$ cat src/rtl/game_pkg.sv
// Shared constants, arbiter state type and card-index helper for the game front end.
package game_pkg;

   localparam int N_BTN  = 5;
   localparam int N_CARD = 9;

   localparam int BTN_CENTER = 0;
   localparam int BTN_TOP    = 1;
   localparam int BTN_BOTTOM = 2;
   localparam int BTN_LEFT   = 3;
   localparam int BTN_RIGHT  = 4;

   localparam logic [3:0] CARD_NONE = 4'hF;

   typedef enum logic {
      ARB_READY,
      ARB_HELD
   } arb_state_e;

   // Multi-bit and all-zero words are both illegal selections.
   function automatic logic [3:0] card_index(input logic [N_CARD-1:0] w);
      logic [3:0] idx;
      idx = CARD_NONE;
      if ($countones(w) == 1) begin
         for (int i = 0; i < N_CARD; i++) begin
            if (w[i]) idx = 4'(i);
         end
      end
      return idx;
   endfunction

endpackage

$ cat src/rtl/btn_input_conditioner_if.sv
// Pin-side bundle: raw buttons/switches in, conditioned pulses, levels and card index out.
interface btn_input_conditioner_if;
   import game_pkg::*;

   logic [N_BTN-1:0]  btn_raw;
   logic [N_CARD-1:0] sw_raw;
   logic [N_BTN-1:0]  btn_pulse;
   logic [N_BTN-1:0]  btn_level;
   logic [N_CARD-1:0] sw_stable;
   logic              sw_onehot;
   logic [3:0]        card_idx;
   logic              sw_changed;

   modport master (
      output btn_raw, sw_raw,
      input  btn_pulse, btn_level, sw_stable, sw_onehot, card_idx, sw_changed
   );

   modport slave (
      input  btn_raw, sw_raw,
      output btn_pulse, btn_level, sw_stable, sw_onehot, card_idx, sw_changed
   );

endinterface

$ cat src/rtl/debounce_cell.sv
// Two-flop synchroniser plus debounce counter; a level held from sampling edge E
// appears on stable_o at edge E+1+DEBOUNCE_CYCLES. No backpressure.
module debounce_cell #(
   parameter int DEBOUNCE_CYCLES = 1000000,
   parameter int CNT_W           = $clog2(DEBOUNCE_CYCLES)
) (
   input  logic clk,
   input  logic reset_n,
   input  logic raw_i,
   output logic stable_o
);

   localparam logic [CNT_W-1:0] CNT_LAST = CNT_W'(DEBOUNCE_CYCLES - 1);

   logic             sync1_q, sync2_q;
   logic             stable_q, stable_d;
   logic [CNT_W-1:0] cnt_q, cnt_d;

   // Any return to the stable value clears the count, so glitches restart it.
   always_comb begin
      cnt_d    = '0;
      stable_d = stable_q;
      if (sync2_q != stable_q) begin
         if (cnt_q == CNT_LAST) stable_d = sync2_q;
         else                   cnt_d    = cnt_q + 1'b1;
      end
   end

   always_ff @(posedge clk or negedge reset_n) begin
      if (!reset_n) begin
         sync1_q  <= 1'b0;
         sync2_q  <= 1'b0;
         stable_q <= 1'b0;
         cnt_q    <= '0;
      end else begin
         sync1_q  <= raw_i;
         sync2_q  <= sync1_q;
         stable_q <= stable_d;
         cnt_q    <= cnt_d;
      end
   end

   assign stable_o = stable_q;

endmodule

$ cat src/rtl/btn_input_conditioner.sv
// Debounces 5 buttons and 9 switches; one-at-a-time press pulses one cycle after the
// debounced rise, and a registered card index one cycle after the switch word settles.
module btn_input_conditioner
   import game_pkg::*;
#(
   parameter int DEBOUNCE_CYCLES = 1000000
) (
   input  logic                     clk,
   input  logic                     reset_n,
   btn_input_conditioner_if.slave   bus
);

   logic [N_BTN-1:0]  btn_stable, btn_prev_q, rise;
   logic [N_CARD-1:0] sw_stable, sw_prev_q;

   for (genvar i = 0; i < N_BTN; i++) begin : g_btn
      debounce_cell #(.DEBOUNCE_CYCLES(DEBOUNCE_CYCLES)) u_cell (
         .clk      (clk),
         .reset_n  (reset_n),
         .raw_i    (bus.btn_raw[i]),
         .stable_o (btn_stable[i])
      );
   end

   for (genvar i = 0; i < N_CARD; i++) begin : g_sw
      debounce_cell #(.DEBOUNCE_CYCLES(DEBOUNCE_CYCLES)) u_cell (
         .clk      (clk),
         .reset_n  (reset_n),
         .raw_i    (bus.sw_raw[i]),
         .stable_o (sw_stable[i])
      );
   end

   assign rise = btn_stable & ~btn_prev_q;

   arb_state_e       state_q, state_d;
   logic [N_BTN-1:0] pulse_q, pulse_d;

   // Lowest index wins, giving center > top > bottom > left > right.
   always_comb begin
      state_d = state_q;
      pulse_d = '0;
      case (state_q)
         ARB_READY: begin
            if (|rise) begin
               pulse_d = rise & (~rise + 1'b1);
               state_d = ARB_HELD;
            end
         end
         ARB_HELD: begin
            if (btn_stable == '0) state_d = ARB_READY;
         end
         default: state_d = ARB_READY;
      endcase
   end

   logic       onehot_q, changed_q;
   logic [3:0] idx_q;

   always_ff @(posedge clk or negedge reset_n) begin
      if (!reset_n) begin
         state_q    <= ARB_READY;
         pulse_q    <= '0;
         btn_prev_q <= '0;
         sw_prev_q  <= '0;
         onehot_q   <= 1'b0;
         idx_q      <= CARD_NONE;
         changed_q  <= 1'b0;
      end else begin
         state_q    <= state_d;
         pulse_q    <= pulse_d;
         btn_prev_q <= btn_stable;
         sw_prev_q  <= sw_stable;
         onehot_q   <= ($countones(sw_stable) == 1);
         idx_q      <= card_index(sw_stable);
         changed_q  <= (sw_stable != sw_prev_q);
      end
   end

   assign bus.btn_pulse  = pulse_q;
   assign bus.btn_level  = btn_stable;
   assign bus.sw_stable  = sw_stable;
   assign bus.sw_onehot  = onehot_q;
   assign bus.card_idx   = idx_q;
   assign bus.sw_changed = changed_q;

endmodule

$ cat src/flat_wrapper.sv
// flat-port wrapper written by rule: the top's interface ports become plain ports
module btn_input_conditioner_flat import game_pkg::*;
#(
   parameter int DEBOUNCE_CYCLES = 1000000
)
  (clk, reset_n, bus_btn_raw, bus_sw_raw, bus_btn_pulse, bus_btn_level, bus_sw_stable, bus_sw_onehot, bus_card_idx, bus_sw_changed);
  btn_input_conditioner_if bus_i ();
  input  logic clk;
  input  logic reset_n;
  input wire logic [$bits(bus_i.btn_raw)-1:0] bus_btn_raw;
  input wire logic [$bits(bus_i.sw_raw)-1:0] bus_sw_raw;
  output wire logic [$bits(bus_i.btn_pulse)-1:0] bus_btn_pulse;
  output wire logic [$bits(bus_i.btn_level)-1:0] bus_btn_level;
  output wire logic [$bits(bus_i.sw_stable)-1:0] bus_sw_stable;
  output wire logic [$bits(bus_i.sw_onehot)-1:0] bus_sw_onehot;
  output wire logic [$bits(bus_i.card_idx)-1:0] bus_card_idx;
  output wire logic [$bits(bus_i.sw_changed)-1:0] bus_sw_changed;
  assign bus_i.btn_raw = bus_btn_raw;
  assign bus_i.sw_raw = bus_sw_raw;
  assign bus_btn_pulse = bus_i.btn_pulse;
  assign bus_btn_level = bus_i.btn_level;
  assign bus_sw_stable = bus_i.sw_stable;
  assign bus_sw_onehot = bus_i.sw_onehot;
  assign bus_card_idx = bus_i.card_idx;
  assign bus_sw_changed = bus_i.sw_changed;
  btn_input_conditioner #(.DEBOUNCE_CYCLES(DEBOUNCE_CYCLES)) u_core (.clk(clk), .reset_n(reset_n), .bus(bus_i));
endmodule
$ cat config.mk
export PLATFORM = sky130hd
export DESIGN_NAME = btn_input_conditioner_flat
export DESIGN_NICKNAME = d
export VERILOG_FILES = /design/src/rtl/game_pkg.sv /design/src/rtl/btn_input_conditioner_if.sv /design/src/rtl/debounce_cell.sv /design/src/rtl/btn_input_conditioner.sv /design/src/flat_wrapper.sv
export SDC_FILE = /design/constraint.sdc
export NUM_CORES = 1
export LEC_CHECK = 0
export ABC_CLOCK_PERIOD_IN_PS = 3550
export CORE_ASPECT_RATIO = 1.1
export CORE_MARGIN = 2
export CORE_UTILIZATION = 45
export DETAILED_ROUTE_END_ITERATION = 8
export SYNTH_ARGS = -nofsm -noshare
export SYNTH_HDL_FRONTEND = slang
export SYNTH_HIERARCHICAL = 1
export SYNTH_SLANG_ARGS = --single-unit
$ cat constraint.sdc
create_clock -name clk -period 3.55 [get_ports clk]
set_input_delay 0.355 -clock clk [delete_from_list [all_inputs] [get_ports clk]]
set_output_delay 0.355 -clock clk [all_outputs]
set_load 0.05 [all_outputs]
# Yosys cells after proc, flatten, opt, wreduce, memory -nomap -nowiden
# Cells that the tools add are included.
[word_totals] reg_bits=348 elab_cells=180
[op_classes] addsub=23 eq_ne=30 n_mux=43 bitwise_logic=5 reduce_logical=16
[op_table] cell="$mux 20" n=28
[op_table] cell="$add 20x1->20 const B" n=14
[op_table] cell="$eq 20x20->1 const B" n=14
[op_table] cell="$add 32x32->32" n=3
[op_table] cell="$mux 4" n=10
[op_table] cell="$add 32x1->32" n=1
[op_table] cell="$eq 32x2->1 const B" n=1
[op_table] cell="$reduce_and 2->1" n=14
[op_table] cell="$ne 1x1->1" n=14
[op_table] cell="$and 5x5->5" n=2
[op_table] cell="$mux 5" n=2
[op_table] cell="$not 5->5" n=2
[op_table] cell="$ne 9x9->1" n=1
[op_table] cell="$add 1x1->2" n=4
[op_table] cell="$add 5x1->5 const B" n=1
[op_table] cell="$logic_not 5->1" n=1
[op_table] cell="$reduce_or 5->1" n=1
[op_table] cell="$mux 1" n=2
[op_table] cell="$pmux 1 s2" n=1
[op_table] cell="$not 1->1" n=1

# Logic depth before layout (Yosys ltp)
# Gate-level depths: netlist of run 1.
[depth] depth_word=10 ltp_mapped=11

# Modules after synthesis
# Netlist of run 1, hierarchy kept.
[modules_own_cells] module="debounce_cell" instances=14 cells_per_inst=110 area_per_inst_um2=1108.6 seq_area_each_um2=575.6
[modules_own_cells] module="btn_input_conditioner" instances=1 cells_per_inst=93 area_per_inst_um2=1176.1 seq_area_each_um2=655.6

# Worst setup path before layout of run 1
# Ideal clock, no wire load.
[synth_timing] path_type="register -> register" startpoint="register u_core.g_sw[0].u_cell.stable_q" endpoint="register u_core.onehot_q, in the netlist u_core/bus.sw_onehot" setup_ps=120 arrival_time_ps=3504 slack_ps=-74 stages_incl_launch_ff=12 path_cell_list="dfrtp_1 inv_1 fa_1 fa_1 fa_1 inv_1 fa_1 inv_1 fa_1 a211oi_1 mux2_2 and3_1"
[synth_via] elab_chain_cells=5
[synth_rtl] element="from (decl)" line="debounce_cell.sv:16" text="logic stable_q, stable_d;"
[synth_rtl] element="from (signal assigned)" line="debounce_cell.sv:38" text="stable_q <= stable_d;"
[synth_rtl] element="$add 1x1->2 (implied by the code)" line="btn_input_conditioner.sv:74" text="onehot_q <= ($countones(sw_stable) == 1);"
[synth_rtl] element="$add 32x32->32 (implied by the code) (2 in series)" line="btn_input_conditioner.sv:74"
[synth_rtl] element="$add 32x1->32 (implied by the code)" line="btn_input_conditioner.sv:74"
[synth_rtl] element="$eq 32x2->1" line="btn_input_conditioner.sv:74"
[synth_rtl] element="to (signal assigned)" line="btn_input_conditioner.sv:74"
[synth_rtl] element="to (decl)" line="btn_input_conditioner.sv:57" text="logic onehot_q, changed_q;"
# No other way between the ends.
# A chain may end at the register's enable or synchronous reset.

# Worst setup path in the final report of run 1
[layout_timing] startpoint="register u_core.g_sw[1].u_cell.stable_q" endpoint="register u_core.onehot_q, in the netlist u_core/bus.sw_onehot"
[layout_via] elab_chain_cells=5
[layout_rtl] element="from (decl)" line="debounce_cell.sv:16"
[layout_rtl] element="from (signal assigned)" line="debounce_cell.sv:38"
[layout_rtl] element="$add 1x1->2 (implied by the code)" line="btn_input_conditioner.sv:74"
[layout_rtl] element="$add 32x32->32 (implied by the code) (2 in series)" line="btn_input_conditioner.sv:74"
[layout_rtl] element="$add 32x1->32 (implied by the code)" line="btn_input_conditioner.sv:74"
[layout_rtl] element="$eq 32x2->1" line="btn_input_conditioner.sv:74"
# No other way between the ends.

==> summary.txt, run 1 <==
Status
  – Outcome: finished clean

Clock network
  – Clock tree from TritonCTS: yes
  – Post-CTS setup buffers: 0
  – Clock sink count: ~350
  – PostCTS Resize Cnt: 0
  – Root buffer cell: clkbuf_16
  – CTS Buf Count: 39
  – Clock transition at path regs: around 0.060 ns
  – Worst-Skew Late Latency: 0.53 ns
  – H-tree level count: 2
  – Clock buffer depth: 3

Worst setup path
  – CP delay by family, top: adder cells
  – CP Buf/Inv Count: 3
  – Worst setup EP type: flop
  – CP Cell Sequence: inv_1, fa_1, fa_1, fa_1, inv_1, fa_1, inv_1, fa_1, a211oi_1, mux2_2, and3_1
  – Data required time of the worst path: 3.96 ns
  – CP startpoint kind: flop
  – Worst path max stage delay: 0.50 ns
  – Cell mode on critical path: fa_1
  – Data arrival time of the worst path: approximately 3.7 ns
  – CP Class: flop to flop
  – Crit Path Max Fanout: 5
  – R2r setup slk: around 0.28 ns
  – Critical Path Slowest Stage Cell: fa_1

Drt
  – Total Routed Length: 31.7 mm
  – DRT Pass-1 Iters: 5
  – Vias: ~12,000
  – Routed WL per cell: about 14 um
  – DRC viols: 0
  – Via density: between 5 and 6
  – DRT iter0 DRCs: between 700 and 800
  – Remaining antenna violation count: 0

Logic synthesis
  – Area contributors post-synth: dfrtp_1, xnor2_1, nor2_1, nand4_1, nor4_1
  – Synthesized net count: approximately 1,700
  – Register area share after synthesis: roughly 52%
  – Yosys top cell area share: 51.6%
  – Synth async-reset ratio: between 90% and 100%
  – Cell taking the most area after synthesis: dfrtp_1
  – Post-Syn Area per Cell: 10.2 um2
  – Syn Inst Count: about 1,600
  – Number of flops mapped to enable cells by yosys: 0
  – Yosys warning total: 6
  – Count leader, synth: dfrtp_1
  – Commonest cells in the netlist: dfrtp_1, nor2_1, xnor2_1
  – Flops & latches, synth: about 350
  – Ys flop type: dfrtp_1
  – Post-synthesis cell area: around 0.017 mm2
  – Distinct cells, synth: 40

Layout
  – Ant diodes: 0
  – Area of the multi-input gates: about 0.0073 mm2
  – Final std cell area, no fill: approximately 0.019 mm2
  – P&R area growth vs syn: 14.0%
  – Filler instances: ~3,400
  – Register area: roughly 0.0087 mm2
  – Final Util: about half
  – Final #Nets: about 1,700
  – Share of cells above drive strength 1: 9.79%

Timing
  – Final hold violation count: 0
  – Clock skew: 0.0161 ns
  – Final setup vio count: 0
  – Max-slew violations: 0
  – Period utilisation layout: between 90 and 100%
  – RSZ-0062 raised after global routing: false
  – Max-slew headroom: between 40% and 50%
  – WHS: 0.263 ns
  – Worst-margin pin slew: 0.780 ns
  – Minimum clock period: between 3 and 4 ns
  – FMAX: about 0.3 GHz
  – Setup_tns: 0 ns

Die
  – Row count: 74
  – Die width: roughly 190 um
  – Initial Util: a little under half
  – Core Area: ~0.037 mm2
  – Die area: 0.0387 mm2
  – I/O Pins: between 40 and 50
  – Die extent in y: ~200 um

Power
  – Total Power: 8.64 mW
  – Leakage power: between 7 and 8 nW
  – Peak supply drop: 285 uV
  – Power Dens Cells: between 400 and 500 mW/mm2

Placed design
  – Routability Congestion: 0.792
  – IO Port Bufs: 40
  – Detailed placement HPWL: between 20 and 25 mm
  – Area of placed instances: 0.0176 mm2

Worst hold path
  – Tightest Hold Check Type: input port to flop

Run
  – Max-cap violations: 0

Global route
  – Largest net degree at the start of global routing: 101
  – Vias in the first global route: approximately 12,000
  – GR Overflow Total: 0
  – Initial antenna violation count: 0
  – First-pass GRT wire length: 56.4 mm
  – All-Layer GR Usage: between 10% and 20%
-- routing by layer --
layer	GRT usage, %	share of wire [%]
met1	22.8	48
met2	29.2	47
met5	0	0
met3	2.70	2.9
met4	5.01	2.1
-- worst paths after layout --
check / startpoint / end / cells past startpoint
max in group asynchronous: reset_n / u_core/g_sw[0].u_cell/cnt_q[5] / 3
setup reg to reg: u_core/g_sw[1].u_cell/stable_o / u_core/bus.sw_onehot / 11
setup / recovery: u_core/g_sw[1].u_cell/stable_o / u_core/bus.sw_onehot / 11
min in group asynchronous: reset_n / u_core/g_sw[2].u_cell/cnt_q[13] / 2
hold / removal: bus_btn_raw[4] / u_core/g_btn[4].u_cell/sync1_q / 1
hold reg to reg: u_core/g_sw[1].u_cell/sync1_q / u_core/g_sw[1].u_cell/sync2_q / 0
-- metrics by stage --
step | setup slack (ns) | std cells
CTS | 0.278 | 2221
floorplan | 0.0194 | 1633
global placement | 0.345 | 2150
global route | 0.112 | 2221
detailed placement | 0.295 | 2150
finish | 0.278 | 2221
-- layout make-up --
type                            count  share of cell area [%]
Clock buffer                       55                    6.14
Clock inverter                     15                    1.21
Inverter                          113                    2.23
Multi-Input combinational cell   1144                    38.6
Sequential cell                   348                    45.8
Tap cell                          494                    3.25
Timing Repair Buffer               52                    2.81
-- power by group --
group | switching [mW] | internal (mW)
logic | 0.166 | 0.0710
registers | 0.0467 | 4.02
clock network | 1.61 | 2.73
total | 1.82 | 6.82
-- flip-flops by register name, summed over array words and instances (netlist names) --
register / flops
u_core/bus.sw_changed: 1
u_core/g_btn.u_cell/sync2_q: 5
u_core/g_sw.u_cell/stable_o: 9
u_core/g_btn.u_cell/stable_o: 5
u_core/bus.sw_onehot: 1
u_core/state_q: 1
u_core/g_sw.u_cell/sync2_q: 9
u_core/g_sw.u_cell/cnt_q: 180
u_core/btn_prev_q: 5
u_core/g_btn.u_cell/cnt_q: 100
u_core/sw_prev_q: 9
u_core/g_btn.u_cell/sync1_q: 5
u_core/g_sw.u_cell/sync1_q: 9
u_core/bus.btn_pulse: 5
u_core/bus.card_idx: 4
-- kinds of logic (layout without fill, tap and decap cells) --
kind of cell / count (synthesis) / count (layout) / share of synthesized area (%)
XOR/XNOR: 233 / 233 / 12.2
adder cells (fa/ha/maj): 23 / 23 / 1.95
AND/OR/NAND/NOR: 777 / 777 / 24.0
AO/OA/AOI/OAI: 96 / 96 / 4.84
flip-flops: 348 / 348 / 52.2
multiplexers: 15 / 15 / 1.01
buffers and inverters: 141 / 235 / 3.80
-- layout by cell type (no fill, tap or decap), types with 2 or more instances in the layout --
cell type and instances:
a211oi_1 2, a21oi_1 28, a31o_2 14, and3_1 15, buf_12 3, buf_4 8, bufinv_16 6, clkbuf_1 5
clkbuf_16 41, clkbuf_8 9, clkdlybuf4s50_1 39, clkinv_2 7, clkinvlp_4 2, dfrtp_1 342, dfrtp_2 2, dfstp_2 4
fa_1 5, ha_1 18, inv_1 113, mux2_2 15, nand2_1 42, nand2b_1 4, nand3_1 84, nand3b_1 16
nand4_1 72, nor2_1 312, nor3_1 58, nor3b_1 15, nor4_1 72, o2111ai_1 3, o21ai_0 16, o21ai_4 14
o221a_2 14, or2_2 14, or3_1 14, or4_1 28, or4_4 14, or4b_1 14, xnor2_1 184, xor2_1 49
-- repair_timing --
item	4_1_cts	5_1_grt
setup endpoints to repair	0	0
endpoints found under the hold margin	91	0
hold buffers	1	0
No activity file was read; power rests on OpenSTA's default activity.
==> run 2: changes to the inputs <==
--- a/config.mk
+++ b/config.mk
@@ -8,7 +8,7 @@
 export ABC_CLOCK_PERIOD_IN_PS = 3550
 export CORE_ASPECT_RATIO = 1.1
 export CORE_MARGIN = 2
-export CORE_UTILIZATION = 45
+export CORE_UTILIZATION = 41
 export DETAILED_ROUTE_END_ITERATION = 8
 export SYNTH_ARGS = -nofsm -noshare
 export SYNTH_HDL_FRONTEND = slang
==> summary.txt, run 2 (same netlist as run 1, synthesis figures left out) <==
Clock network
  – Worst-Skew Late Latency: 0.53 ns
  – PostCTS Resize Cnt: 0
  – Clock sink count: 348
  – Clock transition at path regs: roughly 0.060 ns
  – H-tree level count: 2
  – Clock tree from TritonCTS: yes
  – CTS Buf Count: 40
  – Clock buffer depth: 3
  – Root buffer cell: clkbuf_16

Die
  – Initial Util: 41.6%
  – I/O Pins: a little over 40
  – Die extent in y: approximately 220 um
  – Core Area: around 0.040 mm2
  – Row count: between 70 and 80
  – Die area: between 0.04 and 0.05 mm2
  – Die width: between 150 and 200 um

Placed design
  – DP Cell Count: about 2,200
  – Area of placed instances: approximately 0.018 mm2
  – IO Port Bufs: 40
  – Routability Congestion: 0.801
  – Detailed placement HPWL: ~21 mm

Drt
  – Via density: 5.23
  – Vias: 11,735
  – DRT iter0 DRCs: 649
  – Routed WL per cell: about 14 um
  – Remaining antenna violation count: 0
  – Total Routed Length: approximately 32 mm
  – DRC viols: 0
  – DRT Pass-1 Iters: 5

Power
  – Peak supply drop: ~300 uV
  – Power Dens Cells: between 400 and 500 mW/mm2
  – Total Power: around 8.6 mW
  – Leakage power: 7.49 nW

Layout
  – P&R area growth vs syn: 14.2%
  – Reg with most FFs: u_core/g_sw.u_cell/cnt_q
  – Ant diodes: 0
  – Final #Nets: around 1,700
  – Final std cell area, no fill: 0.0191 mm2
  – Non-Filler Instances: 2,242
  – Leading cell type in the layout, fill and taps excluded: dfrtp_1
  – Most frequent cells in the layout: dfrtp_1, nor2_1, xnor2_1
  – Share of cells above drive strength 1: 9.77%
  – Max reg flops: 180
  – Biggest regs: u_core/g_sw.u_cell/cnt_q: 180 flops, u_core/g_btn.u_cell/cnt_q: 100 flops

Global route
  – All-Layer GR Usage: 15.6%
  – First-pass GRT wire length: about 56 mm
  – Initial antenna violation count: 0
  – GR Overflow Total: 0
  – Vias in the first global route: between 10,000 and 15,000
  – Largest net degree at the start of global routing: 90

Timing
  – Minimum clock period: between 3 and 4 ns
  – Max-slew violations: 0
  – Setup_tns: 0 ns
  – FMAX: roughly 0.30 GHz
  – Final hold violation count: 0
  – RSZ-0062 raised after global routing: false
  – WHS: approximately 0.27 ns
  – Final setup vio count: 0
  – Max-slew headroom: 53.5%
  – Worst-margin pin slew: about 0.7 ns
  – Period utilisation layout: between 90 and 100%
  – Clock skew: 0.0179 ns

Worst hold path
  – Tightest Hold Check Type: input port to flop

Worst setup path
  – Data arrival time of the worst path: ~3.7 ns
  – Worst setup EP type: flop
  – CP Class: flop to flop
  – Data required time of the worst path: 3.97 ns
  – CP startpoint kind: flop
  – Crit Path Max Fanout: 5

Run
  – Max-cap violations: 0

Status
  – Outcome: finished clean
## run 2: cell types whose count changed in the layout (fill, tap and decap cells not counted)
cell,change
clkinv_4,+1
clkbuf_8,-1
clkinvlp_4,+2
clkinv_2,-4
inv_6,+1
clkbuf_1,+2
buf_12,-1
buf_4,+2
## run 2: what timing repair did
item                                    in CTS  in global routing
hold buffers                                 1                  0
endpoints found under the hold margin       79                  0
endpoints found under the setup margin       0                  0
buffers inserted                             0                  0
## run 2: layout make-up
class / instances / area (um2)
clock buffers: 56 / 1160
clock inverters: 15 / 243
fillers: 3680 / 21100
inverters: 113 / 424
multi-input cells: 1144 / 7350
flip-flops and latches: 348 / 8720
well taps: 513 / 642
repair buffers: 53 / 531
## run 2: path summary, 6_finish.rpt
| path | from | endpoint | slack, ns | cells past startpoint |
|---|---|---|---|---|
| max | u_core/g_sw[1].u_cell/stable_o | u_core/bus.sw_onehot | 0.25 | 11 |
| min | bus_sw_raw[2] | u_core/g_sw[2].u_cell/sync1_q | 0.27 | 1 |
| max reg2reg | u_core/g_sw[1].u_cell/stable_o | u_core/bus.sw_onehot | 0.25 | 11 |
| min reg2reg | u_core/g_sw[0].u_cell/sync1_q | u_core/g_sw[0].u_cell/sync2_q | 0.35 | 0 |
| max in group asynchronous | reset_n | u_core/g_btn[3].u_cell/cnt_q[3] | 2.11 | 3 |
| min in group asynchronous | reset_n | u_core/g_sw[2].u_cell/cnt_q[15] | 0.43 | 2 |
## run 2: per-stage QoR
step | setup slack [ns] | utilization [%]
after floorplan | 0.0194 | -
after global placement | 0.348 | 43.9
after detailed placement | 0.263 | 43.9
after CTS | 0.267 | 47.5
after global routing | 0.0835 | 47.5
final | 0.253 | 47.5
## run 2: worst max-delay path, cell delays in order (launching register included)
cell and delay [ns]:
dfrtp_2 0.40, inv_1 0.11, fa_1 0.45, fa_1 0.47, fa_1 0.49, inv_1 0.05, fa_1 0.39, inv_1 0.08
fa_1 0.18, a211oi_1 0.05, mux2_2 0.31, and3_1 0.20
## run 2: metal layers
metal  global-route usage, %  part of all wire, %
met5                       0                    0
met4                    4.27                  1.7
met3                    2.52                  3.1
met2                    25.1                   47
met1                    21.8                   49
## run 2: where the power goes
part           leakage (nW)  internal [mW]  total, mW  switching, mW
sequential             4.75           4.02       4.07         0.0458
combinational          2.07         0.0698      0.235          0.166
clock                 0.677           2.72       4.32           1.60
